[src/rtl/fifo_pkg.sv]
`default_nettype none
// ============================================================================
//  Module      : fifo_pkg
//  Description : Shared constants and helpers for the synchronous FIFO.
//  Revision    : 1.0 - initial release
// ============================================================================
package fifo_pkg;

    // Read-port behaviour selector for the FWFT parameter
    localparam int MODE_STD  = 0;
    localparam int MODE_FWFT = 1;

    // Pointer width: address bits plus one wrap bit
    function automatic int ptr_width(input int depth);
        return $clog2(depth) + 1;
    endfunction

endpackage : fifo_pkg
`default_nettype wire

[src/rtl/fifo_ram.sv]
`default_nettype none
// ============================================================================
//  Module      : fifo_ram
//  Description : Simple dual-port storage array, synchronous write,
//                asynchronous read, no reset on the contents.
//  Revision    : 1.0 - initial release
// ============================================================================
module fifo_ram #(
    parameter int DATA_WIDTH = 8,
    parameter int ADDR_WIDTH = 4
) (
    input  logic                  clk,
    input  logic                  i_wr_en,
    input  logic [ADDR_WIDTH-1:0] i_wr_addr,
    input  logic [DATA_WIDTH-1:0] i_wr_data,
    input  logic [ADDR_WIDTH-1:0] i_rd_addr,
    output logic [DATA_WIDTH-1:0] o_rd_data
);

    localparam int c_DEPTH = 1 << ADDR_WIDTH;

    logic [DATA_WIDTH-1:0] r_mem [0:c_DEPTH-1];

    // Store the write word; contents deliberately survive reset
    always_ff @(posedge clk) begin
        if (i_wr_en) begin
            r_mem[i_wr_addr] <= i_wr_data;
        end
    end

    assign o_rd_data = r_mem[i_rd_addr];

endmodule : fifo_ram
`default_nettype wire

[src/rtl/sync_fifo.sv]
`default_nettype none
// ============================================================================
//  Module      : sync_fifo
//  Description : Single-clock FIFO with wrap-bit pointers, threshold flags,
//                sticky error flags and selectable registered / FWFT read.
//  Revision    : 1.0 - initial release
// ============================================================================
module sync_fifo
    import fifo_pkg::*;
#(
    parameter int DATA_WIDTH = 8,
    parameter int FIFO_DEPTH = 16,
    parameter int AF_LEVEL   = FIFO_DEPTH - 2,
    parameter int AE_LEVEL   = 2,
    parameter int FWFT       = 0
) (
    input  logic                          clk,
    input  logic                          rst,
    input  logic                          wr_en,
    input  logic [DATA_WIDTH-1:0]         data_in,
    input  logic                          rd_en,
    input  logic                          clr_err,
    output logic [DATA_WIDTH-1:0]         data_out,
    output logic                          data_valid,
    output logic                          full,
    output logic                          empty,
    output logic                          almost_full,
    output logic                          almost_empty,
    output logic [$clog2(FIFO_DEPTH):0]   level,
    output logic                          overflow,
    output logic                          underflow
);

    localparam int c_ADDR_W = $clog2(FIFO_DEPTH);
    localparam int c_PTR_W  = ptr_width(FIFO_DEPTH);
    // Any FWFT value other than MODE_FWFT falls back to registered reads
    localparam int c_MODE   = (FWFT == MODE_FWFT) ? MODE_FWFT : MODE_STD;

    localparam logic [c_PTR_W-1:0] c_AF = c_PTR_W'(AF_LEVEL);
    localparam logic [c_PTR_W-1:0] c_AE = c_PTR_W'(AE_LEVEL);

    logic [c_PTR_W-1:0]    r_wr_ptr;
    logic [c_PTR_W-1:0]    r_rd_ptr;
    logic                  r_overflow;
    logic                  r_underflow;
    logic                  w_full;
    logic                  w_empty;
    logic                  w_wr_acc;
    logic                  w_rd_acc;
    logic [c_PTR_W-1:0]    w_level;
    logic [DATA_WIDTH-1:0] w_head;

    // Flags come straight from the registered pointers
    assign w_full   = (r_wr_ptr[c_ADDR_W] != r_rd_ptr[c_ADDR_W]) &&
                      (r_wr_ptr[c_ADDR_W-1:0] == r_rd_ptr[c_ADDR_W-1:0]);
    assign w_empty  = (r_wr_ptr == r_rd_ptr);
    assign w_level  = r_wr_ptr - r_rd_ptr;
    // Acceptance looks only at the current flags, so a same-cycle read
    // never makes room for a write into a full FIFO (and vice versa)
    assign w_wr_acc = wr_en && !w_full;
    assign w_rd_acc = rd_en && !w_empty;

    // Advance pointers on accepted transfers
    always_ff @(posedge clk or posedge rst) begin
        if (rst) begin
            r_wr_ptr <= '0;
            r_rd_ptr <= '0;
        end else begin
            if (w_wr_acc) r_wr_ptr <= r_wr_ptr + 1'b1;
            if (w_rd_acc) r_rd_ptr <= r_rd_ptr + 1'b1;
        end
    end

    // Sticky errors; a new error in the clearing cycle is kept
    always_ff @(posedge clk or posedge rst) begin
        if (rst) begin
            r_overflow  <= 1'b0;
            r_underflow <= 1'b0;
        end else begin
            if (wr_en && w_full)  r_overflow  <= 1'b1;
            else if (clr_err)     r_overflow  <= 1'b0;
            if (rd_en && w_empty) r_underflow <= 1'b1;
            else if (clr_err)     r_underflow <= 1'b0;
        end
    end

    fifo_ram #(
        .DATA_WIDTH (DATA_WIDTH),
        .ADDR_WIDTH (c_ADDR_W)
    ) u_ram (
        .clk       (clk),
        .i_wr_en   (w_wr_acc),
        .i_wr_addr (r_wr_ptr[c_ADDR_W-1:0]),
        .i_wr_data (data_in),
        .i_rd_addr (r_rd_ptr[c_ADDR_W-1:0]),
        .o_rd_data (w_head)
    );

    generate
        if (c_MODE == MODE_FWFT) begin : g_fwft
            // Head word is always presented; rd_en just pops it
            assign data_out   = w_head;
            assign data_valid = !w_empty;
        end else begin : g_std
            logic [DATA_WIDTH-1:0] r_data_out;
            logic                  r_data_valid;

            // Capture the head word on an accepted read, one-cycle valid pulse
            always_ff @(posedge clk or posedge rst) begin
                if (rst) begin
                    r_data_out   <= '0;
                    r_data_valid <= 1'b0;
                end else begin
                    r_data_valid <= w_rd_acc;
                    if (w_rd_acc) r_data_out <= w_head;
                end
            end

            assign data_out   = r_data_out;
            assign data_valid = r_data_valid;
        end
    endgenerate

    assign full         = w_full;
    assign empty        = w_empty;
    assign level        = w_level;
    assign almost_full  = (w_level >= c_AF);
    assign almost_empty = (w_level <= c_AE);
    assign overflow     = r_overflow;
    assign underflow    = r_underflow;

endmodule : sync_fifo
`default_nettype wire

[config.mk]
export PLATFORM = sky130hd
export DESIGN_NAME = sync_fifo
export DESIGN_NICKNAME = d
export VERILOG_FILES = /design/src/rtl/fifo_pkg.sv /design/src/rtl/fifo_ram.sv /design/src/rtl/sync_fifo.sv
export SDC_FILE = /design/constraint.sdc
export NUM_CORES = 1
export LEC_CHECK = 0
export ABC_AREA = 1
export BUFFER_PORTS_ARGS = -buffer_cell sky130_fd_sc_hd__buf_2
export CAP_MARGIN = 30
export CELL_PAD_IN_SITES_DETAIL_PLACEMENT = 1
export CELL_PAD_IN_SITES_GLOBAL_PLACEMENT = 1
export CORE_ASPECT_RATIO = 1.5
export CORE_MARGIN = 3
export CORE_UTILIZATION = 25
export CTS_BUF_LIST = sky130_fd_sc_hd__clkbuf_16
export DETAILED_ROUTE_END_ITERATION = 7
export PLACE_DENSITY_LB_ADDON = 0.1
export RECOVER_POWER = 100
export SLEW_MARGIN = 10
export SYNTH_ARGS = -nofsm -noshare
export SYNTH_HDL_FRONTEND = slang
export SYNTH_HIERARCHICAL = 1
export SYNTH_SLANG_ARGS = --single-unit
export TNS_END_PERCENT = 1
[constraint.sdc]
create_clock -name clk -period 4.1 [get_ports clk]
set_input_delay 0.82 -clock clk [delete_from_list [all_inputs] [get_ports clk]]
set_output_delay 0.82 -clock clk [all_outputs]
set_load 0.05 [all_outputs]
==> reports/metrics.cfg <==
[finish]
drive_gt1_share_pct = 6.720
final_common_cell = nand2_1
final_cell_area_um2 = 7787
nNetsFinal = 751
diodes = 0
final_cell_mix = nand2_1, edfxtp_1, nand3_1, inv_1, clkbuf_1
synthToLayoutAreaGrowth_pct = 13.49
final_cells = 1081

[die]
rows = 73
io_pins = 33
fp.dieH_um = 208.9
die_x_um = 141.3
fp.coreArea_um2 = 26760
dieArea_um2 = 29510
start_util_pct = 25.64

[yosys]
ys_seq_elements = 149
yosysSeqAreaShare_pct = 63.68
syn_nets = 719
syn_area_um2 = 6862
synth_warnings = 6
post_synth_num_cell_types = 23
synthCells = 699
avgSynthCellArea_um2 = 9.816

[status]
status = finished, final reports clean

[timing]
grt_setup_unrepaired = no
worst_slack_ns = 0.5692
hold_viol_final = 0
finalCritPeriodShare_pct = 86.12
fin_setup_tns_ns = 0
final.min_clock_period_ns = 3.531
worst_pin_slew_ns = 1.151
max_slew_margin_pct = 23.25
worst_clock_skew_ns = 0.009669
maxSlewViolCount = 0
fmax_mhz = 283.2
finalSetupViolCount = 0

[power]
ir_drop_uv = 716.7
leakagePower_nw = 3.386
sw_frac_of_total_pct = 44.98
power.density_nw_per_um2 = 780.3
power_switching_mw = 2.733
clkPwrFrac_pct = 24.3
combPwrFrac_pct = 43.0
p_seq_share_pct = 32.7
internal_power_mw = 3.343

[detailed_routing]
first_pass_iters = 4
drt-initial-drc-count = 184
avgViaCountPerCell = 4.358
route.met3.wl_um = 441
routed_wl_um = 20260
met1_length_um = 8534
ant_nets = 0
top_layer_used = met4
wl_met2_um = 10980
vias = 4711
wire_per_inst_um = 18.75
route.detailed.drc = 0

[setup_path]
startpoint_type = flip-flop
arrival_ns = 2.71
startpoint = r_rd_ptr[0]
worst_ep_required_time_ns = 3.28
end_kind = output port
cp_max_fo = 26
critical_path_class = flip-flop to output port
worstReg2RegStart = r_rd_ptr[3]

[grt]
first_global_vias = 5177
grt_pass1_wl_um = 31730
grt.overflow.total = 0
grt_max_degree = 47
antenna_found_initial = 0
grt_use_total_pct = 14.53

[clocking]
cts_buffers = 17
h-tree-depth = 4
root_buffer = clkbuf_16
cts_tree = yes
hold_buffers = 0
cts_setup_buffers = 0
cts_max_path_buffers = 2
clock_sinks = 149
clk_pin_slew_ns = 0.06
cts_resized = 0
clock_latency_ns = 0.42

[placement]
dp_slack_ns = 1.128
gp_congestion = 0.7749
port_buffers = 32
place_area_um2 = 7300
dp.cells = 1048
dp_hpwl_um = 13840

[min_path]
min_path_type = primary input to async pin

[job]
max_cap_viol_count = 0

-- per-layer routing --
layer,up-vias,global-route usage [%]
met4,0,4.614
met5,-,0
li1,2299,-
met2,57,26.31
met1,2335,17.41
met3,20,2.358
-- layout make-up --
cell class                 count  area, µm²
clock inverter                15      123.9
sequential                   149       4370
clock buffer                  17      425.4
timing repair buffer          40      176.4
fill                        3073      18970
inverter                     123      461.7
multi-input combinational    400       1808
tap                          337      421.7
-- power by group through the flow --
stage          Combinational, mW  Clock, mW  Sequential [mW]
3_5_place_dp                2.73          0             2.02
2_1_floorplan               1.82          0             2.16
6_report                    2.61       1.48             1.99
5_1_grt                     2.91       1.58             2.01
3_3_place_gp                2.71          0             2.01
4_1_cts                     2.75       1.52             1.99
-- through the flow --
step / power (mW) / util [%] / hold WS, ns
after global placement: 4.723 / 27.28 / 0.4672
after CTS: 6.255 / 29.33 / 0.4904
after detailed placement: 4.749 / 27.28 / 0.4724
after floorplan: 3.977 / - / 0.4908
final: 6.076 / 29.10 / 0.2991
after global routing: 6.506 / 29.10 / 0.3045
-- worst max-delay path: stages, from the launching register on --
cell and delay (ns):
dfrtp_2 0.35, buf_4 0.29, ha_1 0.21, inv_1 0.06
fa_1 0.46, inv_1 0.10, nor2_1 0.04, a21oi_1 0.12
nand3_1 0.09, nor2_1 0.09, clkbuf_1 0.47
-- cells in the mapped netlist (all sizes together) --
master / n / area, µm²
a21oi: 3 / 15.01
xor2: 7 / 61.31
inv: 123 / 461.7
o21ai: 2 / 10.01
buf: 26 / 193.9
fa: 1 / 20.02
xnor2: 1 / 8.760
dfrtp: 21 / 525.5
clkbuf: 1 / 3.750
nand2: 230 / 903.4
nand3b: 3 / 22.52
nand3: 126 / 630.6
ha: 6 / 75.07
nor2: 21 / 86.33
edfxtp: 128 / 3844
-- state kept, by name (all words and copies together), names as in the netlist --
register / cells
data_out: 8
data_valid: 1
overflow: 1
r_rd_ptr: 5
r_wr_ptr: 5
u_ram/r_mem: 128
underflow: 1
-- logic make-up after synthesis --
group                    share of synthesized area [%]
AND/OR/NAND/NOR                                  23.94
buffers and inverters                            9.610
flip-flops                                       63.68
XOR/XNOR                                         1.021
adder cells (fa/ha/maj)                          1.386
AO/OA/AOI/OAI                                   0.3646
-- worst paths after layout --
| kind | end | slack, ns | depth (start not counted) |
|---|---|---|---|
| min | data_out[6] | 0.30 | 2 |
| max | almost_empty | 0.57 | 10 |
| max reg2reg | u_ram/r_mem[8][3] | 0.93 | 10 |
| max in group asynchronous | r_rd_ptr[0] | 2.60 | 3 |
| min in group clk | data_out[0] | 0.49 | 2 |
| min reg2reg | data_out[0] | 0.49 | 2 |
No activity file was read; power rests on OpenSTA's default activity.
